===== src/rtl/lsb_reducer_pkg.sv =====
// Shared defaults and controller state encoding for the lsb_reducer stage.
package lsb_reducer_pkg;

    localparam int unsigned DEFAULT_WIDTH  = 4;
    localparam int unsigned DEFAULT_STEP_W = 3;

    localparam logic [1:0] S_IDLE   = 2'd0;
    localparam logic [1:0] S_REDUCE = 2'd1;
    localparam logic [1:0] S_DONE   = 2'd2;
    localparam logic [1:0] S_ERR    = 2'd3;

endpackage


===== src/rtl/lsb_reducer_lsb_clear.sv =====
// Combinational lowest-set-bit clear: r & (r - 1), wrapping modulo 2^WIDTH.
module lsb_clear #(
    parameter int unsigned WIDTH = 4
) (
    input  logic [WIDTH-1:0] r,
    output logic [WIDTH-1:0] r_clr
);

    assign r_clr = r & (r - WIDTH'(1));

endmodule


===== src/rtl/lsb_reducer.sv =====
// Loads an operand on start, then strips its lowest set bit each cycle until the
// downstream one-hot checker reports a single bit left.
module lsb_reducer
    import lsb_reducer_pkg::*;
#(
    parameter int unsigned WIDTH  = DEFAULT_WIDTH,
    parameter int unsigned STEP_W = DEFAULT_STEP_W
) (
    input  logic              clk,
    input  logic              rst,
    input  logic              start,
    input  logic [WIDTH-1:0]  din,
    input  logic              is_finished,
    output logic              ready,
    output logic              busy,
    output logic [WIDTH-1:0]  a_out,
    output logic [STEP_W-1:0] steps,
    output logic              done,
    output logic              zero_err
);

    logic [1:0]        state_q, state_d;
    logic [WIDTH-1:0]  a_q, a_d;
    logic [STEP_W-1:0] steps_q, steps_d;
    logic [WIDTH-1:0]  a_clr;

    lsb_clear #(
        .WIDTH (WIDTH)
    ) u_lsb_clear (
        .r     (a_q),
        .r_clr (a_clr)
    );

    always_comb begin
        state_d = state_q;
        a_d     = a_q;
        steps_d = steps_q;
        unique case (state_q)
            S_IDLE: begin
                if (start) begin
                    a_d     = din;
                    steps_d = '0;
                    state_d = S_REDUCE;
                end
            end
            S_REDUCE: begin
                // Zero check outranks is_finished so a 0 operand can never report done.
                if (a_q == '0) begin
                    state_d = S_ERR;
                end else if (is_finished) begin
                    state_d = S_DONE;
                end else begin
                    a_d     = a_clr;
                    steps_d = steps_q + STEP_W'(1);
                end
            end
            S_DONE:  state_d = S_IDLE;
            S_ERR:   state_d = S_IDLE;
            default: state_d = S_IDLE;
        endcase
    end

    always_ff @(posedge clk) begin
        if (rst) begin
            state_q <= S_IDLE;
            a_q     <= '0;
            steps_q <= '0;
        end else begin
            state_q <= state_d;
            a_q     <= a_d;
            steps_q <= steps_d;
        end
    end

    always_comb begin
        ready    = (state_q == S_IDLE);
        busy     = (state_q == S_REDUCE);
        done     = (state_q == S_DONE);
        zero_err = (state_q == S_ERR);
        a_out    = a_q;
        steps    = steps_q;
    end

endmodule


===== config.mk =====
export PLATFORM = sky130hd
export DESIGN_NAME = lsb_reducer
export DESIGN_NICKNAME = d
export VERILOG_FILES = /design/src/rtl/lsb_reducer_pkg.sv /design/src/rtl/lsb_reducer_lsb_clear.sv /design/src/rtl/lsb_reducer.sv
export SDC_FILE = /design/constraint.sdc
export NUM_CORES = 1
export LEC_CHECK = 0
export ABC_AREA = 1
export CORE_MARGIN = 4
export CORE_UTILIZATION = 25
export CTS_BUF_LIST = sky130_fd_sc_hd__clkbuf_8
export DETAILED_ROUTE_END_ITERATION = 8
export PLACE_DENSITY = 0.59
export SLEW_MARGIN = 20
export SYNTH_ARGS = -nofsm -noshare
export SYNTH_HDL_FRONTEND = slang
export SYNTH_SLANG_ARGS = --single-unit

===== constraint.sdc =====
create_clock -name clk -period 1.3 [get_ports clk]
set_input_delay 0.26 -clock clk [delete_from_list [all_inputs] [get_ports clk]]
set_output_delay 0.26 -clock clk [all_outputs]
set_load 0.05 [all_outputs]

==> results.json <==
{
  "synth_cell_types": 14,
  "finalClockSkew_ns": 0.00254,
  "hold_viol_final": 0,
  "vias": 575,
  "critPathArrivalTime_ns": 1.36,
  "wl_per_cell_um": 10.3,
  "cap_violations": 0,
  "h-tree-depth": 1,
  "rows": 15,
  "dieWidth_um": 52.5,
  "gp_congestion": 0.793,
  "hold_path_class": "register to register",
  "layout.cells.non_filler": 135,
  "cp_top_family": "flip-flops",
  "cp_data_required_time_ns": 1.42,
  "startpoint_type": "register",
  "nFillCells": 189,
  "core-area_um2": 1800,
  "fin_total_pwr_uw": 1370,
  "dpl.cell_count": 129,
  "postRouteAntennaNets": 0,
  "initial_core_util_pct": 27.4,
  "path_cells": "inv_2 -> nand2_2 -> inv_4 -> buf_4 -> o21ai_0 -> nand2_1 -> nand2_1 -> nor2_1",
  "seq_area_frac_synth_pct": 36.5,
  "dieHeight_um": 52.5,
  "nets": 120,
  "tightest_slew_ns": 0.238,
  "fmax_mhz": 802,
  "path_clk_slew_ns": 0.04,
  "clock_latency_ns": 0.23,
  "outcome": "finished, final reports clean",
  "ir_drop_v": 0.000742,
  "fin_crit_sh_pct": 95.9,
  "p_leak_uw": 0.000441,
  "drive_gt1_share_pct": 33.6,
  "clk_path_buf_depth": 2,
  "worst-path-max-fanout": 4,
  "power.density_nw_per_um2": 1460,
  "cts_tree": "yes",
  "hpwl_um": 1080,
  "drc": 0,
  "ys_ff_latch": 9,
  "grt.overflow.total": 0,
  "cpMostUsedCell": "nand2_1",
  "drt_wl_total_um": 1390,
  "slew-limit-headroom_pct": 84.0,
  "grt_pass1_wl_um": 2230,
  "synthToLayoutAreaGrowth_pct": 89.1,
  "netlist_area_um2": 494,
  "rsz0062_at_grt": "false",
  "antenna_found_initial": 0,
  "setup_violations": 0,
  "cts_sinks": 9,
  "post-route-min-period_ns": 1.25,
  "grt_pass1_vias": 522,
  "setup_tns_ns": 0,
  "grt_use_total_pct": 11.5,
  "diodes": 0,
  "yosysWarnings": 0,
  "die-area_um2": 2750,
  "drtPass1Iterations": 4,
  "ios": 19,
  "port_buffers": 18,
  "cpPeakStageDelay_ns": 0.37,
  "hold_buffers": 0,
  "avgViaCountPerCell": 4.26,
  "cts-root-buf": "clkbuf_8",
  "avgSynthCellArea_um2": 6.10,
  "synth.net_count": 90,
  "crit_buf_inv": 3,
  "grt_start_max_net_pins": 8,
  "drt_iter0_drc": 15,
  "crit_path_end_kind": "register",
  "cts_buffers": 3,
  "drv_slew": 0,
  "syn_inst": 81,
  "crit_path_top_delay_cell": "dfxtp_2",
  "crit_type": "register to register"
}
[Yosys cell counts]
| master | instances | area, um2 |
|---|---|---|
| a21oi_1 | 3 | 15.0 |
| a21oi_2 | 1 | 8.76 |
| dfxtp_1 | 9 | 180 |
| ha_1 | 1 | 12.5 |
| inv_1 | 11 | 41.3 |
| inv_2 | 1 | 3.75 |
| inv_4 | 1 | 6.26 |
| nand2_1 | 20 | 75.1 |
| nand2_2 | 3 | 18.8 |
| nand3_1 | 4 | 20.0 |
| nor2_1 | 19 | 71.3 |
| nor2_2 | 1 | 6.26 |
| nor3_1 | 1 | 5.00 |
| o21ai_0 | 6 | 30.0 |
[placed cells by master (no fill, tap or decap)]
master           count
nand2_1             20
nor2_1              18
inv_1               11
buf_12              11
clkdlybuf4s50_1      7
buf_4                7
o21ai_0              6
dfxtp_2              6
nand3_1              4
nand2_2              3
a21oi_1              3
clkbuf_8             3
inv_4                2
dfxtp_1              2
inv_2                1
nor2_2               1
nor2_4               1
nor3_1               1
a21oi_2              1
ha_1                 1
dfxtp_4              1
[layer usage]
layer / part of all wire, % / global-route usage, % / routed length (um)
met1: 47 / 12.8 / 651
met2: 47 / 18.2 / 646
met3: 3.5 / 2.56 / 48
met4: 3.0 / 10.2 / 41
met5: 0 / 0 / 0
[final timing paths]
kind                      startpoint  slack, ns                    end  cells past startpoint
max          state_q[1]$_SDFFE_PP0P_       0.05  a_out[2]$_SDFFE_PP0P_                      8
min            a_out[3]$_SDFFE_PP0P_       0.51  a_out[3]$_SDFFE_PP0P_                      2
min reg2reg    a_out[3]$_SDFFE_PP0P_       0.51  a_out[3]$_SDFFE_PP0P_                      2
max reg2reg  state_q[1]$_SDFFE_PP0P_       0.05  a_out[2]$_SDFFE_PP0P_                      8
[where the power goes]
part	internal, uW	switching (uW)
clock network	205	102
registers	326	66.6
logic	305	362
total	836	531
[area by class of cell]
cell class                      instances  area [um2]  share of cell area (%)
Timing Repair Buffer                   25         343                    36.7
Sequential cell                         9         191                    20.5
Inverter                               13        53.8                    5.76
Clock inverter                          1        3.75                   0.402
Tap cell                               25        31.3                    3.35
Multi-Input combinational cell         59         270                    28.9
Clock buffer                            3        41.3                    4.42
[tightest hold or removal path, stage by stage, from the launching register on]
cell and delay, ns:
dfxtp_2 0.34, nand2_1 0.08, a21oi_2 0.05
[stage by stage]
step | utilization, % | worst slack (ns) | area (um2) | hold slack (ns)
2_1_floorplan | - | 0.00170 | 508 | 0.315
3_3_place_gp | 48.1 | -0.0706 | 867 | 0.509
3_5_place_dp | 48.1 | -0.0903 | 867 | 0.507
4_1_cts | 51.7 | 0.0141 | 932 | 0.518
5_1_grt | 51.9 | 0.000392 | 935 | 0.538
6_report | 51.9 | 0.0534 | 935 | 0.514
[cells by family (layout without fill, tap and decap cells)]
family / count (synthesis) / in the layout / synth area share [%]
adders and majority gates: 1 / 1 / 2.53
AOI/OAI and AO/OA: 10 / 10 / 10.9
buffers and inverters: 13 / 42 / 10.4
and+or+nand+nor: 48 / 48 / 39.7
DFF: 9 / 9 / 36.5
[timing repair]
action,4_1_cts,5_1_grt
endpoints found under the setup margin,3,2
resized for setup,3,2
buffers inserted,2,0
[state kept, by name, indices dropped and copies added (netlist names)]
name     cells
a_out        4
state_q      2
steps        3
No activity file was read; power rests on OpenSTA's default activity.
